--- src/rtl/codma_pkg.sv ---
// Shared types and helpers for the CODMA read/write bus-master controller.
package codma_pkg;

    localparam int MAX_BURST_DEF     = 8;
    localparam int GRANT_TIMEOUT_DEF = 16;

    // Channel state encoding is visible on the rd_state_o / wr_state_o ports.
    typedef enum logic [1:0] {
        IDLE    = 2'd0,
        ASK     = 2'd1,
        GRANTED = 2'd2
    } chan_state_t;

    // Bus ownership: which channel currently drives the master port.
    typedef enum logic [1:0] {
        OWN_NONE = 2'd0,
        OWN_RD   = 2'd1,
        OWN_WR   = 2'd2
    } owner_t;

    // Length / beat-count field width able to hold 0..max_burst.
    function automatic int len_width(input int max_burst);
        return $clog2(max_burst) + 1;
    endfunction

endpackage

--- src/rtl/codma_chan_fsm.sv ---
// One CODMA channel: request capture, ASK/GRANTED sequencing, beat counting,
// grant timeout and done/err pulse generation.
module codma_chan_fsm
    import codma_pkg::*;
#(
    parameter int ADDR_W        = 32,
    parameter int MAX_BURST     = MAX_BURST_DEF,
    parameter int LEN_W         = len_width(MAX_BURST),
    parameter int GRANT_TIMEOUT = GRANT_TIMEOUT_DEF
) (
    input  logic              clk_i,
    input  logic              rstn_i,
    input  logic              req_i,
    input  logic [ADDR_W-1:0] addr_i,
    input  logic [LEN_W-1:0]  len_i,
    input  logic              own_i,
    input  logic              grant_i,
    input  logic              beat_i,
    input  logic              error_i,
    output chan_state_t       state_o,
    output logic [LEN_W-1:0]  beat_o,
    output logic [ADDR_W-1:0] addr_o,
    output logic [LEN_W-1:0]  len_o,
    output logic              done_o,
    output logic              err_o,
    output logic              fin_o,
    output logic              abort_o
);

    localparam int TMO_W = (GRANT_TIMEOUT > 1) ? $clog2(GRANT_TIMEOUT) : 1;

    chan_state_t       state_q;
    logic [ADDR_W-1:0] addr_q;
    logic [LEN_W-1:0]  len_q;
    logic [LEN_W-1:0]  beat_q;
    logic [TMO_W-1:0]  tmo_cnt_q;
    logic              done_q;
    logic              err_q;

    logic len_ok;
    logic tmo_hit;
    logic bus_abort;
    logic last_beat;

    // Decode the events that end a burst or raise an error this cycle.
    always_comb begin
        len_ok    = (len_i != '0) && (len_i <= LEN_W'(MAX_BURST));
        tmo_hit   = 1'b0;
        if (GRANT_TIMEOUT != 0) begin
            tmo_hit = (state_q == ASK) && own_i && !grant_i &&
                      (tmo_cnt_q == TMO_W'(GRANT_TIMEOUT - 1));
        end
        // Error wins over a simultaneous final beat.
        bus_abort = (state_q == GRANTED) && own_i && error_i;
        last_beat = (state_q == GRANTED) && own_i && !error_i && beat_i &&
                    (beat_q == len_q - LEN_W'(1));
        fin_o     = tmo_hit || bus_abort || last_beat;
        abort_o   = tmo_hit || bus_abort || ((state_q == IDLE) && req_i && !len_ok);
    end

    // Channel state machine with registered done/err pulses.
    always_ff @(posedge clk_i or negedge rstn_i) begin
        if (!rstn_i) begin
            state_q   <= IDLE;
            addr_q    <= '0;
            len_q     <= '0;
            beat_q    <= '0;
            tmo_cnt_q <= '0;
            done_q    <= 1'b0;
            err_q     <= 1'b0;
        end else begin
            done_q <= 1'b0;
            err_q  <= 1'b0;
            case (state_q)
                IDLE: begin
                    if (req_i) begin
                        if (len_ok) begin
                            addr_q    <= addr_i;
                            len_q     <= len_i;
                            beat_q    <= '0;
                            tmo_cnt_q <= '0;
                            state_q   <= ASK;
                        end else begin
                            err_q <= 1'b1;
                        end
                    end
                end
                ASK: begin
                    if (own_i && grant_i) begin
                        state_q <= GRANTED;
                        beat_q  <= '0;
                    end else if (tmo_hit) begin
                        state_q <= IDLE;
                        err_q   <= 1'b1;
                    end else if (own_i && (GRANT_TIMEOUT != 0)) begin
                        tmo_cnt_q <= tmo_cnt_q + TMO_W'(1);
                    end
                end
                GRANTED: begin
                    if (bus_abort) begin
                        state_q <= IDLE;
                        err_q   <= 1'b1;
                    end else if (own_i && beat_i) begin
                        beat_q <= beat_q + LEN_W'(1);
                        if (last_beat) begin
                            state_q <= IDLE;
                            done_q  <= 1'b1;
                        end
                    end
                end
                default: state_q <= IDLE;
            endcase
        end
    end

    assign state_o = state_q;
    assign beat_o  = beat_q;
    assign addr_o  = addr_q;
    assign len_o   = len_q;
    assign done_o  = done_q;
    assign err_o   = err_q;

endmodule

--- src/rtl/codma_rdwr_channel_fsm.sv ---
// CODMA read/write bus-master controller: two channel FSMs sharing one bus
// master port through a fair (last-owner-loses) arbiter.
module codma_rdwr_channel_fsm
    import codma_pkg::*;
#(
    parameter int ADDR_W        = 32,
    parameter int MAX_BURST     = MAX_BURST_DEF,
    parameter int LEN_W         = len_width(MAX_BURST),
    parameter int GRANT_TIMEOUT = GRANT_TIMEOUT_DEF
) (
    input  logic              clk_i,
    input  logic              rstn_i,
    input  logic              rd_req_i,
    input  logic [ADDR_W-1:0] rd_addr_i,
    input  logic [LEN_W-1:0]  rd_len_i,
    input  logic              wr_req_i,
    input  logic [ADDR_W-1:0] wr_addr_i,
    input  logic [LEN_W-1:0]  wr_len_i,
    output logic              bus_req_o,
    output logic              bus_write_o,
    output logic [ADDR_W-1:0] bus_addr_o,
    output logic [LEN_W-1:0]  bus_size_o,
    input  logic              bus_grant_i,
    input  logic              bus_beat_i,
    input  logic              bus_error_i,
    output logic [1:0]        rd_state_o,
    output logic [1:0]        wr_state_o,
    output logic [LEN_W-1:0]  rd_beat_o,
    output logic [LEN_W-1:0]  wr_beat_o,
    output logic              rd_done_o,
    output logic              wr_done_o,
    output logic              rd_err_o,
    output logic              wr_err_o,
    output logic              err_sticky_o
);

    owner_t owner_q;
    owner_t last_owner_q;
    logic   sticky_q;

    chan_state_t       rd_state, wr_state;
    logic [ADDR_W-1:0] rd_addr, wr_addr;
    logic [LEN_W-1:0]  rd_len, wr_len;
    logic              rd_fin, wr_fin;
    logic              rd_abort, wr_abort;
    logic              rd_own, wr_own;

    assign rd_own = (owner_q == OWN_RD);
    assign wr_own = (owner_q == OWN_WR);

    codma_chan_fsm #(
        .ADDR_W        (ADDR_W),
        .MAX_BURST     (MAX_BURST),
        .LEN_W         (LEN_W),
        .GRANT_TIMEOUT (GRANT_TIMEOUT)
    ) u_rd (
        .clk_i   (clk_i),
        .rstn_i  (rstn_i),
        .req_i   (rd_req_i),
        .addr_i  (rd_addr_i),
        .len_i   (rd_len_i),
        .own_i   (rd_own),
        .grant_i (bus_grant_i),
        .beat_i  (bus_beat_i),
        .error_i (bus_error_i),
        .state_o (rd_state),
        .beat_o  (rd_beat_o),
        .addr_o  (rd_addr),
        .len_o   (rd_len),
        .done_o  (rd_done_o),
        .err_o   (rd_err_o),
        .fin_o   (rd_fin),
        .abort_o (rd_abort)
    );

    codma_chan_fsm #(
        .ADDR_W        (ADDR_W),
        .MAX_BURST     (MAX_BURST),
        .LEN_W         (LEN_W),
        .GRANT_TIMEOUT (GRANT_TIMEOUT)
    ) u_wr (
        .clk_i   (clk_i),
        .rstn_i  (rstn_i),
        .req_i   (wr_req_i),
        .addr_i  (wr_addr_i),
        .len_i   (wr_len_i),
        .own_i   (wr_own),
        .grant_i (bus_grant_i),
        .beat_i  (bus_beat_i),
        .error_i (bus_error_i),
        .state_o (wr_state),
        .beat_o  (wr_beat_o),
        .addr_o  (wr_addr),
        .len_o   (wr_len),
        .done_o  (wr_done_o),
        .err_o   (wr_err_o),
        .fin_o   (wr_fin),
        .abort_o (wr_abort)
    );

    // Arbiter: pick an owner only when the bus is free; release when the owner returns to IDLE.
    always_ff @(posedge clk_i or negedge rstn_i) begin
        if (!rstn_i) begin
            owner_q      <= OWN_NONE;
            last_owner_q <= OWN_WR;
            sticky_q     <= 1'b0;
        end else begin
            sticky_q <= sticky_q || rd_abort || wr_abort;
            case (owner_q)
                OWN_NONE: begin
                    if ((rd_state == ASK) && (wr_state == ASK)) begin
                        owner_q <= (last_owner_q == OWN_RD) ? OWN_WR : OWN_RD;
                    end else if (rd_state == ASK) begin
                        owner_q <= OWN_RD;
                    end else if (wr_state == ASK) begin
                        owner_q <= OWN_WR;
                    end
                end
                OWN_RD: begin
                    if (rd_fin) begin
                        owner_q      <= OWN_NONE;
                        last_owner_q <= OWN_RD;
                    end
                end
                OWN_WR: begin
                    if (wr_fin) begin
                        owner_q      <= OWN_NONE;
                        last_owner_q <= OWN_WR;
                    end
                end
                default: owner_q <= OWN_NONE;
            endcase
        end
    end

    // Bus port reflects only the owner's captured request; all-zero when free.
    always_comb begin
        bus_req_o   = 1'b0;
        bus_write_o = 1'b0;
        bus_addr_o  = '0;
        bus_size_o  = '0;
        case (owner_q)
            OWN_RD: begin
                bus_req_o  = 1'b1;
                bus_addr_o = rd_addr;
                bus_size_o = rd_len;
            end
            OWN_WR: begin
                bus_req_o   = 1'b1;
                bus_write_o = 1'b1;
                bus_addr_o  = wr_addr;
                bus_size_o  = wr_len;
            end
            default: ;
        endcase
    end

    assign rd_state_o   = rd_state;
    assign wr_state_o   = wr_state;
    assign err_sticky_o = sticky_q;

endmodule
--- config.mk ---
export PLATFORM = sky130hd
export DESIGN_NAME = codma_rdwr_channel_fsm
export DESIGN_NICKNAME = d
export VERILOG_FILES = /design/src/rtl/codma_pkg.sv /design/src/rtl/codma_chan_fsm.sv /design/src/rtl/codma_rdwr_channel_fsm.sv
export SDC_FILE = /design/constraint.sdc
export NUM_CORES = 1
export LEC_CHECK = 0
export CORE_MARGIN = 3
export CORE_UTILIZATION = 49
export DETAILED_ROUTE_END_ITERATION = 12
export HOLD_SLACK_MARGIN = 0.02
export PLACE_DENSITY = 0.78
export SETUP_SLACK_MARGIN = 0.05
export SLEW_MARGIN = 20
export SYNTH_ARGS = -nofsm -noshare
export SYNTH_HDL_FRONTEND = slang
export SYNTH_SLANG_ARGS = --single-unit
--- constraint.sdc ---
create_clock -name clk_i -period 2.3 [get_ports clk_i]
set_input_delay 0.46 -clock clk_i [delete_from_list [all_inputs] [get_ports clk_i]]
set_output_delay 0.46 -clock clk_i [all_outputs]
set_load 0.005 [all_outputs]
Word level (Yosys, flattened, before mapping)
Index checks and enable logic that the tools add are counted.
- equality and inequality tests: 36
- add/subtract/negate cells: 6
- mux-type cells: 70
- $lt $le $gt $ge: 2
- bitwise logic cells: 0
- divide/modulo/power cells: 0
- $mul: 0
- reduce and logical (&&, ||, !) cells: 60
- shift-type cells: 0
- operators with widths (cell ; count):
    $mux 4 ; 16
    $pmux 32 s2 ; 1
    $mux 2 ; 22
    $logic_and 1x1->1 ; 27
    $ne 2x2->1 const B ; 12
    $pmux 4 s2 ; 3
    $pmux 4 s3 ; 2
    $reduce_and 6->1 ; 4
    $mux 1 ; 20
    $pmux 2 s3 ; 3
    $add 4x1->4 const B ; 4
    $ne 2x1->1 const B ; 6
    $ne 3x1->1 const B ; 4
    $reduce_and 3->1 ; 4
    $reduce_and 5->1 ; 2
    $eq 2x1->1 const B ; 4
    $eq 4x4->1 ; 2
    $eq 4x4->1 const B ; 2
    $le 4x4->1 const B ; 2
    $logic_or 1x1->1 ; 8
    $reduce_bool 4->1 ; 2
    $sub 4x1->4 const B ; 2
    $eq 2x2->1 const B ; 3
    $logic_not 2->1 ; 3
    8 further kinds ; 16
- latch bits: 0
- memories: 0
- output and inout bits: 55
- bits of input ports: 79
- memory bits (read-only): 0
- register bits after elaboration: 101
- memory bits (writable): 0

Logic depth before layout (Yosys ltp)
Gate-level depths: netlist of the first run.
- depth in word-level cells: 9
- depth in mapped cells: 8
- depth with buffers taken out: 7

By module
From an unflattened synthesis of the first run, not the netlist that was laid out.
- cells, all modules: 436
- area total of the unflattened synthesis: 5136.2 um^2
- by module, submodules not included (module ; area each (um^2) ; cells an instance ; seq. area each (um^2) ; times used):
    codma_chan_fsm ; 2114.5 ; 160 ; 1201.2 ; 2
    codma_rdwr_channel_fsm ; 907.1 ; 116 ; 126.4 ; 1

Worst setup path before layout of the first run
OpenSTA, ideal clock, no wires.
- path kind: in2reg
- start: input port wr_len_i[1]
- end: register u_wr.addr_q[25], in the netlist u_wr.addr_o[25]
- library setup time: 0.125 ns
- setup slack: 0.349 ns
- data required time: 2.175 ns
- stages on the path: 6
- arrival: 1.827 ns
- path through: or4_4 -> and2_1 -> buf_6 -> nand2_8 -> buf_12 -> mux2_2
- longest elaborated chain between the ends: 3
- ends and longest elaborated chain (element ; RTL line ; text):
    from (decl) ; codma_rdwr_channel_fsm.sv:18 ; input logic [LEN_W-1:0] wr_len_i,
    $le 4x4->1 / $reduce_bool 4->1 (equally long branches) ; codma_chan_fsm.sv:47 ; len_ok = (len_i != '0) && (len_i <= LEN_W'(MAX_BURST));
    $logic_and 1x1->1 (*) ; codma_chan_fsm.sv:47 ;
    $reduce_and 3->1 (no source line) (*) ; - ;
    to (signal assigned) ; codma_chan_fsm.sv:78 ; addr_q <= addr_i;
    to (decl) ; codma_chan_fsm.sv:33 ; logic [ADDR_W-1:0] addr_q;
Mark *: on every way between the ends. The rest lies on a longest branch, timed or not.
A chain may end at the register's enable or synchronous reset.

Worst setup path after layout of the first run
- start: register owner_q[1]
- end: register u_rd.beat_q[2], in the netlist u_rd.beat_o[2]
- longest elaborated chain between the ends: 5
- ends and longest elaborated chain (element ; RTL line ; text):
    from (decl) ; codma_rdwr_channel_fsm.sv:37 ; owner_t owner_q;
    from (signal assigned) ; codma_rdwr_channel_fsm.sv:112 ; owner_q <= (last_owner_q == OWN_RD) ? OWN_WR : OWN_RD;
    $eq 2x1->1 (*) ; codma_rdwr_channel_fsm.sv:48 ; assign rd_own = (owner_q == OWN_RD);
    $logic_and 1x1->1 (2 in series) ; codma_chan_fsm.sv:54 ; bus_abort = (state_q == GRANTED) && own_i && error_i;
    $ne 2x2->1 (no source line) ; - ;
    $reduce_and 6->1 (no source line) (*) ; - ;
    to (signal assigned) ; codma_chan_fsm.sv:104 ; beat_q <= beat_q + LEN_W'(1);
    to (decl) ; codma_chan_fsm.sv:35 ; logic [LEN_W-1:0] beat_q;
Marked as above.

==> results of run 1 <==
what timing repair did:
action | CTS | global route
setup buffers | 12 | 13
resized for setup | 105 | 84
endpoints found under the setup margin | 38 | 43
pin swaps | 3 | 8
cloned | 2 | 2
cells in the final DEF, fill, tap and decap left out, drive strengths merged, types with 3 or more instances in the layout:
cell           instances
a21oi                  8
a22oi                 36
a31oi                  4
a32o                   3
and3                   4
buf                   78
clkbuf                36
clkdlybuf4s50         94
dfrtp                100
ha                     9
inv                   13
mux2                  71
nand2                 20
nand2b                 4
nand3                 13
nand3b                 3
nor2                   8
nor2b                 43
nor3                   3
nor3b                  5
o21ai                 18
or4                    4
xnor2                  8
xor2                   6
layer usage:
layer,GRT usage [%],vias to the layer above,share of wire (%)
met5,0,-,0
met4,7.30,0,1.8
met3,4.58,20,5.7
met2,38.6,151,49
met1,30.7,2132,43
li1,-,1968,-
state kept, by name (all words and copies together), names as in the netlist, 2 cells and up:
signal,cells
last_owner_q,2
owner_q,2
u_rd.addr_o,32
u_rd.beat_o,4
u_rd.len_o,4
u_rd.state_o,2
u_rd.tmo_cnt_q,4
u_wr.addr_o,32
u_wr.beat_o,4
u_wr.len_o,4
u_wr.state_o,2
u_wr.tmo_cnt_q,4
metrics by stage:
step / power [W] / instances
after floorplan: 0.00524 / 438
after global placement: 0.00653 / 722
after detailed placement: 0.00668 / 722
after CTS: 0.00822 / 752
after global routing: 0.00915 / 767
final: 0.00867 / 767
cell usage after synthesis, drive strengths merged, types with 3 or more instances:
| cell | count | area share, % |
|---|---|---|
| nor2 | 8 | 0.57 |
| inv | 11 | 0.79 |
| buf | 12 | 2.3 |
| a21oi | 8 | 0.76 |
| mux2 | 71 | 17 |
| nand2 | 20 | 1.7 |
| clkbuf | 12 | 0.86 |
| nor3 | 3 | 0.29 |
| nand2b | 4 | 0.48 |
| nor2b | 43 | 5.1 |
| and3 | 4 | 0.48 |
| nand3 | 13 | 1.2 |
| ha | 9 | 2.2 |
| nor3b | 5 | 0.93 |
| dfrtp | 100 | 48 |
| nand3b | 3 | 0.43 |
| or4 | 4 | 0.64 |
| xnor2 | 8 | 1.3 |
| a22oi | 36 | 5.2 |
| o21ai | 18 | 1.7 |
| a31oi | 4 | 0.48 |
| xor2 | 6 | 1.0 |
| a32o | 3 | 0.57 |
worst max-delay path, stage by stage (launching register included):
cell	delay, ps
dfrtp_1	420
inv_2	120
ha_4	170
buf_6	130
buf_16	130
buf_12	100
buf_8	100
and4b_1	180
a41oi_1	50
o21a_1	250
or4b_1	500
nand2_1	80
kinds of logic (layout without fill, tap and decap cells):
family	after synthesis	after routing	share of synthesized area, %
xor gates and xnor gates	14	14	2.34
buffers and inverters	35	228	3.99
DFF	101	101	48.3
adders and majority gates	9	9	2.15
AOI/OAI and AO/OA	90	90	12.7
and+or+nand+nor	118	118	13.8
muxes	71	71	16.7
area by class of cell:
cell class | count | area [um^2] | area share [%]
clock buffers | 10 | 128 | 1.68
clock inverters | 6 | 71.3 | 0.939
inverters | 11 | 41.3 | 0.544
multi-input cells | 302 | 2730 | 36.0
flip-flops and latches | 101 | 2530 | 33.3
well taps | 136 | 170 | 2.24
repair buffers | 201 | 1920 | 25.3
final timing paths:
kind                                              from                           to  slack, ps  cells after the start
worst max-delay path            owner_q[1]$_DFFE_PN0P_   u_rd.beat_o[2]$_DFFE_PN0P_          8                     11
min in group clk_i              err_sticky_o$_DFF_PN0_       err_sticky_o$_DFF_PN0_        490                      1
worst min-delay path                            rstn_i   u_rd.beat_o[2]$_DFFE_PN0P_        100                      1
max in group asynchronous                       rstn_i  u_rd.addr_o[29]$_DFFE_PN0P_       1540                      2
worst min register to register  err_sticky_o$_DFF_PN0_       err_sticky_o$_DFF_PN0_        490                      1
worst max register to register  owner_q[1]$_DFFE_PN0P_   u_rd.beat_o[2]$_DFFE_PN0P_          8                     11
power by group:
part / leakage [nW] / internal (W) / switching (W)
Combinational: 1.94 / 0.00253 / 0.00180
Clock: 0.0988 / 0.000517 / 0.000651
Sequential: 1.23 / 0.00252 / 0.000651
==> impl_results.md, run 1 <==
* Layout cells sized above 1 at 39.8%
* Pin count of the biggest net entering global routing at 46
* Total gr overflow at 0
* I/O Buffers at 133
* PD cells at 1140 mW/mm^2
* CTS clock-pin slew for the worst setup and hold paths at 100 ps
* Area grow syn2layout at 45.0%
* Post-Syn Nets at 526
* EDFF count, synth at 0
* Starting Density at 50.5%
* Fin Setup TNS at 0 ps
* RSZ-0062 raised after global routing: true
* Req. time, crit path at 2600 ps
* Clk_lat worst skew at 360 ps
* Fin area at 0.00759 mm^2
* Synth Warn # at 0
* Outcome: finished, final reports clean
* Maximum clock frequency at 436 MHz
* Diodes inserted at 0
* Slew @ Worst Pin at 626 ps
* Post-synth cell types at 57
* Crit end category: flip-flop
* Post-layout min period at 2290 ps
* Synthesized instance count at 438
* Core Region at 0.0104 mm^2
* CTS H-tree depth at 3
* Avg Cell Area, Syn at 12.0 um^2
* Fin util at 73.2%
* Fillers at 716
* GP Congestion at 0.886
* Inserted Clock Buffers at 9
* Pre-antenna DRT Iters at 5
* # DRC at 0
* Final worst slack at 8.42 ps
* Critical-path maximum fanout at 6
* Fin. max-slew vios at 0
* Die H at 109 um
* Final worst-path cycle share at 99.6%
* Min Hold Slack at 97.9 ps
* Hold Fails Final Rpt at 0
* DIE AREA at 0.0120 mm^2
* Total track usage at 23.2%
* Clk root buf: clkbuf_8
* VDD IR max at 578 uV
* Critical path type: flip-flop to flip-flop
* Rows at 37
* DR iter-0 viols at 196
* Synthesis-stage register bit count at 101
* CP startpoint kind: flip-flop
* HP Class: input pin to async pin
* Vias per cell at 5.57
* CTS tree: done
* Fin nets at 714
* Routed vias at 4271
* Clk_skew at 8.10 ps
* First-pass GRT wire length at 21.6 mm
* Rel. slew slack at 58.2%
* Crit path DAT at 2590 ps
* Detail Placement HPWL at 9.49 mm
* Avg WL per Cell at 18.5 um
* Total routed wirelength at 14.2 mm
* Number of global-route vias before repair at 4361
* Final setup violation count at 0
* Post-DRT Antenna Nets at 0
* Sequential element share of the synthesized area at 48.3%
* Ports at 134
* Synth async-reset ratio at 100%
* Synth Flop Type: dfrtp_1
* Antenna violations before repair at 0
* Clock Path Buffers at 2
* Max cap viols at 0
* Die W at 109 um
* Cell Area, Synth at 0.00524 mm^2
* LEAKAGE at 3.28 nW
* Post-place setup slack at -170 ps
* Post-DP Area at 0.00696 mm^2
* Cts hold-fix bufs at 0
* Num Clock Sinks at 101
(Power assumes the default switching activity.)
==> run 2: changes to the inputs <==
--- a/config.mk
+++ b/config.mk
@@ -10,7 +10,7 @@
 export DETAILED_ROUTE_END_ITERATION = 12
 export HOLD_SLACK_MARGIN = 0.02
 export PLACE_DENSITY = 0.78
-export SETUP_SLACK_MARGIN = 0.05
+export SETUP_SLACK_MARGIN = 0.1
 export SLEW_MARGIN = 20
 export SYNTH_ARGS = -nofsm -noshare
 export SYNTH_HDL_FRONTEND = slang
==> run 2 against run 1 <==
  * Non-clock buffer count is 9 higher
  * Clock skew is 1.3 ps lower
  * Critical path type is now flip-flop to output port
  * Register-to-register slack better by 70 ps
  * Largest power group unchanged
  * Global-route usage up 1.2 points
  * Final cell count rose by 1.2%
  * Utilization up 1.4 points
  * Sequential power about the same
  * Clock-buffer cell count unchanged
  * Via count up 1.9%
  * Combinational power increased by 5.1%
  * Worst setup slack better by 23 ps
==> impl_results.md, run 2 (synthesized netlist as in run 1, its figures left out) <==
* RSZ-0062 raised after global routing: true
* WL met3 at 866 um
* Clock Path Buffers at 2
* Number of global-route vias before repair at 4503
* Starting Density at 50.5%
* Layout cells sized above 1 at 40.9%
* Placed Cells at 722
* Avg WL per Cell at 19.3 um
* Final setup violation count at 0
* Highest metal used: met4
* Outcome: finished, final reports clean
* Maximum clock frequency at 441 MHz
* PD cells at 1150 mW/mm^2
* Diodes inserted at 0
* Total routed wirelength at 15.0 mm
* Buffers plus inverters on the worst setup path at 5
* Pre-antenna DRT Iters at 4
* Crit-path cells: buf_6 -> inv_6 -> ha_4 -> buf_12 -> buf_4 -> a22oi_2 -> nor2b_2 -> clkbuf_2
* Clk_skew at 6.77 ps
* Post-layout min period at 2270 ps
* Setup slack, reg-to-reg at 80 ps
* HP Class: input pin to async pin
* Pin count of the biggest net entering global routing at 46
* Max cap viols at 0
* Levels on crit path at 8
* Clk_lat worst skew at 370 ps
* Clk root buf: clkbuf_8
* Rel. slew slack at 58.5%
* Total power at 0.00892 W
* Area grow syn2layout at 47.7%
* CTS tree: done
* Worst r2r src: owner_q[1]$_DFFE_PN0P_
* Die H at 109 um
* Vias per cell at 5.61
* CTS clock-pin slew for the worst setup and hold paths at 100 ps
* Crit path launch: owner_q[1]$_DFFE_PN0P_
* DIE AREA at 0.0120 mm^2
* Rows at 37
* Final cell count without fillers at 776
* GP Congestion at 0.886
* Fin util at 74.6%
* Num Clock Sinks at 101
* Final worst-path cycle share at 98.6%
* Die W at 109 um
* Post-DRT Antenna Nets at 0
* Req. time, crit path at 1840 ps
* Critical-path maximum fanout at 5
* Crit end category: output port
* VDD IR max at 615 uV
* Routed vias at 4353
* Inserted Clock Buffers at 9
* Met2 WL post-DR at 7.57 mm
* Fin nets at 723
* Core Region at 0.0104 mm^2
* FF-to-FF End: u_rd.beat_o[2]$_DFFE_PN0P_
* I/O Buffers at 133
* Slew @ Worst Pin at 622 ps
* Antenna violations before repair at 0
* Fin. max-slew vios at 0
* Commonest non-fill, non-tap cell in the layout: dfrtp_1
* CP startpoint kind: flip-flop
* Most frequent cells in the layout: dfrtp_1 (100), clkdlybuf4s50_1 (94), mux2_2 (51), nor2b_1 (39), buf_4 (39)
* Detail Placement HPWL at 9.49 mm
* Reg2Reg Depth at 10
* Min Hold Slack at 91.4 ps
* Crit path DAT at 1810 ps
* Crit path to: bus_addr_o[17]
* DR iter-0 viols at 183
* CP max stage cell: dfrtp_1
* Ports at 134
* Total gr overflow at 0
* CP top delay family: buffers and inverters
* Largest stage delay on the critical path at 420 ps
* Total track usage at 24.4%
* # DRC at 0
* Hold Fails Final Rpt at 0
* Cts hold-fix bufs at 0
* LEAKAGE at 3.35 nW
* CTS H-tree depth at 3
* First-pass GRT wire length at 22.7 mm
* Critical path type: flip-flop to output port
* Wl on met1 at 6.35 mm
-- run 2: changes by cell type in the layout (fill, tap and decap cells not counted), moves of 4 or more --
| cell | previous run | this run |
|---|---|---|
| buf_2 | 11 | 35 |
| buf_4 | 43 | 39 |
| buf_6 | 9 | 20 |
| clkbuf_2 | 24 | 2 |
| nor2b_1 | 32 | 39 |
| nor2b_2 | 10 | 4 |
-- run 2: power by group --
part           switching [W]  internal, W
sequential          0.000670      0.00252
clock               0.000668     0.000517
combinational        0.00188      0.00267
-- run 2: worst min path at each step --
stage                                     start                           to  slack [ps]  depth (start not counted)
global placement    last_owner_q[1]$_DFFE_PN1P_  last_owner_q[1]$_DFFE_PN1P_         460                          2
floorplan                                rstn_i       err_sticky_o$_DFF_PN0_         160                          0
detailed placement       err_sticky_o$_DFF_PN0_       err_sticky_o$_DFF_PN0_         470                          1
global route                             rstn_i   u_rd.beat_o[2]$_DFFE_PN0P_         120                          1
finish                                   rstn_i   u_rd.beat_o[2]$_DFFE_PN0P_          90                          1
CTS                                      rstn_i   u_rd.beat_o[2]$_DFFE_PN0P_         110                          1
-- run 2: repair_timing --
item,CTS,global route
setup endpoints to repair,39,42
buffers inserted,23,10
pin swaps,12,29
resized for setup,189,43
cloned,4,1
-- run 2: routing by layer --
metal | vias to the layer above | global-route usage, %
met4 | 0 | 6.68
met5 | - | 0
met3 | 20 | 5.05
met2 | 147 | 40.5
met1 | 2189 | 32.5
li1 | 1997 | -
-- run 2: final cells by class --
class                           instances  area, um^2
Inverter                               11        46.3
Fill cell                             686        2640
Clock buffer                           10         128
Tap cell                              136         170
Sequential cell                       101        2530
Multi-Input combinational cell        302        2740
Timing Repair Buffer                  210        2050
Clock inverter                          6        71.3
-- run 2: metrics by stage --
step	cell area [um^2]	worst slack [ps]	setup TNS [ps]
6_report	7730	31.6	0
5_1_grt	7730	-54.3	-298
4_1_cts	7470	24.7	0
3_5_place_dp	6960	-170	-7130
3_3_place_gp	6960	-106	-5760
2_1_floorplan	5240	349	0
==> run 3: changes to the inputs <==
--- a/config.mk
+++ b/config.mk
@@ -5,11 +5,11 @@
 export SDC_FILE = /design/constraint.sdc
 export NUM_CORES = 1
 export LEC_CHECK = 0
-export CORE_MARGIN = 3
-export CORE_UTILIZATION = 49
+export CORE_UTILIZATION = 51
+export CTS_BUF_LIST = sky130_fd_sc_hd__clkbuf_4 sky130_fd_sc_hd__clkbuf_8
 export DETAILED_ROUTE_END_ITERATION = 12
 export HOLD_SLACK_MARGIN = 0.02
-export PLACE_DENSITY = 0.78
+export PLACE_DENSITY = 0.81
 export SETUP_SLACK_MARGIN = 0.1
 export SLEW_MARGIN = 20
 export SYNTH_ARGS = -nofsm -noshare
==> run 3 against run 2 <==
  * Clock skew up 5.0 ps
  * Hold slack worse by 55 ps
  * Die area fell by 11%
  * Critical endpoint is now bus_addr_o[20]
  * Highest routed layer unchanged
==> impl_results.md, run 3 (synthesized netlist as in run 1, its figures left out) <==
* Hold Fails Final Rpt at 0
* Core Region at 0.00986 mm^2
* GR peak layer: met2
* Ports at 134
* Layout cells sized above 1 at 41.5%
* Post-DRT Antenna Nets at 0
* Pin count of the biggest net entering global routing at 52
* Clk_lat worst skew at 370 ps
* Max cap viols at 0
* Crit-path most repeated cell: buf_6
* CP startpoint kind: flip-flop
* Maximum clock frequency at 447 MHz
* Largest stage delay on the critical path at 420 ps
* PD cells at 1180 mW/mm^2
* Fin Setup TNS at 0 ps
* Clk root buf: clkbuf_8
* Vias per cell at 5.70
* GP Congestion at 0.869
* Fin. max-slew vios at 0
* Slew @ Worst Pin at 468 ps
* Fin nets at 709
* Inserted Clock Buffers at 9
* Rel. slew slack at 68.8%
* CTS H-tree depth at 3
* Min Hold Slack at 36.5 ps
* Area grow syn2layout at 46.2%
* Crit end category: output port
* CTS clock-pin slew for the worst setup and hold paths at 110 ps
* CTS tree: done
* Die W at 103 um
* Final worst slack at 62.5 ps
* Grt met2 use at 48.1%
* Crit-path cells: buf_6 -> ha_4 -> buf_6 -> buf_12 -> a22oi_2 -> nor2b_4 -> buf_6
* Total track usage at 27.8%
* # DRC at 0
* Pre-antenna DRT Iters at 4
* I/O Buffers at 133
* Final setup violation count at 0
* Post-layout min period at 2240 ps
* VDD IR max at 652 uV
* GR Util met3 at 4.84%
* Clk_skew at 11.8 ps
* Num Clock Sinks at 101
* Post-place setup slack at -176 ps
* Total gr overflow at 0
* Detail Placement HPWL at 9.27 mm
* Final worst-path cycle share at 97.3%
* Reg2Reg Depth at 10
* Critical-path maximum fanout at 6
* Starting Density at 53.1%
* Rows at 36
* DR iter-0 viols at 191
* Met1 Resource Use GR at 34.3%
* Critical path type: flip-flop to output port
* Fillers at 569
* Most frequent cells in the layout: dfrtp_1 (99), clkdlybuf4s50_1 (94), mux2_2 (51), buf_4 (38), a22oi_2 (31)
* Crit path DAT at 1780 ps
* CP max stage cell: dfrtp_1
* First-pass GRT wire length at 22.4 mm
* HP Class: input pin to async pin
* Commonest non-fill, non-tap cell in the layout: dfrtp_1
* Outcome: finished, final reports clean
* DIE AREA at 0.0107 mm^2
* Total routed wirelength at 14.5 mm
* LEAKAGE at 3.28 nW
* Avg WL per Cell at 19.1 um
* Diodes inserted at 0
* Die H at 103 um
* Routed vias at 4330
* Fin util at 77.6%
* Clock Path Buffers at 2
* Antenna violations before repair at 0
* Req. time, crit path at 1840 ps
* Number of global-route vias before repair at 4571
* RSZ-0062 raised after global routing: true
## run 3: changes by cell type in the layout (fill, tap and decap cells not counted), sizes merged, moves of 2 or more
| cell | delta |
|---|---|
| clkbuf | +7 |
| inv | +2 |
| clkdlybuf4s15 | +4 |
| buf | -28 |
## run 3: final timing paths
kind / startpoint / to / slack (ps)
max: owner_q[0]$_DFFE_PN0P_ / bus_addr_o[20] / 60
min: rstn_i / u_rd.beat_o[2]$_DFFE_PN0P_ / 40
max reg2reg: owner_q[0]$_DFFE_PN0P_ / u_wr.beat_o[3]$_DFFE_PN0P_ / 150
min reg2reg: err_sticky_o$_DFF_PN0_ / err_sticky_o$_DFF_PN0_ / 480
max in group asynchronous: rstn_i / last_owner_q[1]$_DFFE_PN1P_ / 1590
min in group clk_i: err_sticky_o$_DFF_PN0_ / err_sticky_o$_DFF_PN0_ / 480
## run 3: per-layer routing
layer  up-vias  share of wire (%)
li1       1956                  -
met1      2155                 41
met2       185                 51
met3        34                5.6
met4         0                2.4
met5         -                  0
## run 3: repair_timing
item | 4_1_cts | 5_1_grt
endpoints found under the setup margin | 39 | 42
buffers inserted | 18 | 5
endpoints found under the hold margin | 0 | 0
resized for setup | 181 | 50
hold buffers | 0 | 0
gates cloned | 3 | 1
pin swaps | 10 | 16
## run 3: layout make-up
type / count / area (um^2) / area share [%]
clock buffer: 9 / 124 / 1.62
clock inverter: 7 / 91.3 / 1.19
inverter: 11 / 41.3 / 0.539
multi-input combinational: 302 / 2830 / 37.0
sequential: 101 / 2530 / 33.0
tap: 133 / 166 / 2.17
timing repair buffer: 196 / 1870 / 24.4
## run 3: through the flow
step | cells | area (um^2) | power (W)
2_1_floorplan | 438 | 5240 | 0.00524
3_3_place_gp | 719 | 6950 | 0.00652
3_5_place_dp | 719 | 6950 | 0.00669
4_1_cts | 756 | 7580 | 0.00874
5_1_grt | 759 | 7660 | 0.00949
6_report | 759 | 7660 | 0.00902
## run 3: worst max-delay path, delay by kind of cell (launching register included)
family	cells	cell delay [ps]
adder cells (fa/ha/maj)	1	180
buffers and inverters	4	520
flip-flops	1	420
AO/OA/AOI/OAI	1	220
AND/OR/NAND/NOR	1	70
## run 3: where the power goes
| part | internal (W) | switching [W] | total, W | leakage [nW] |
|---|---|---|---|---|
| clock | 0.000532 | 0.000704 | 0.00124 | 0.106 |
| combinational | 0.00268 | 0.00187 | 0.00456 | 1.94 |
| sequential | 0.00252 | 0.000702 | 0.00322 | 1.23 |
| total | 0.00574 | 0.00328 | 0.00902 | 3.28 |
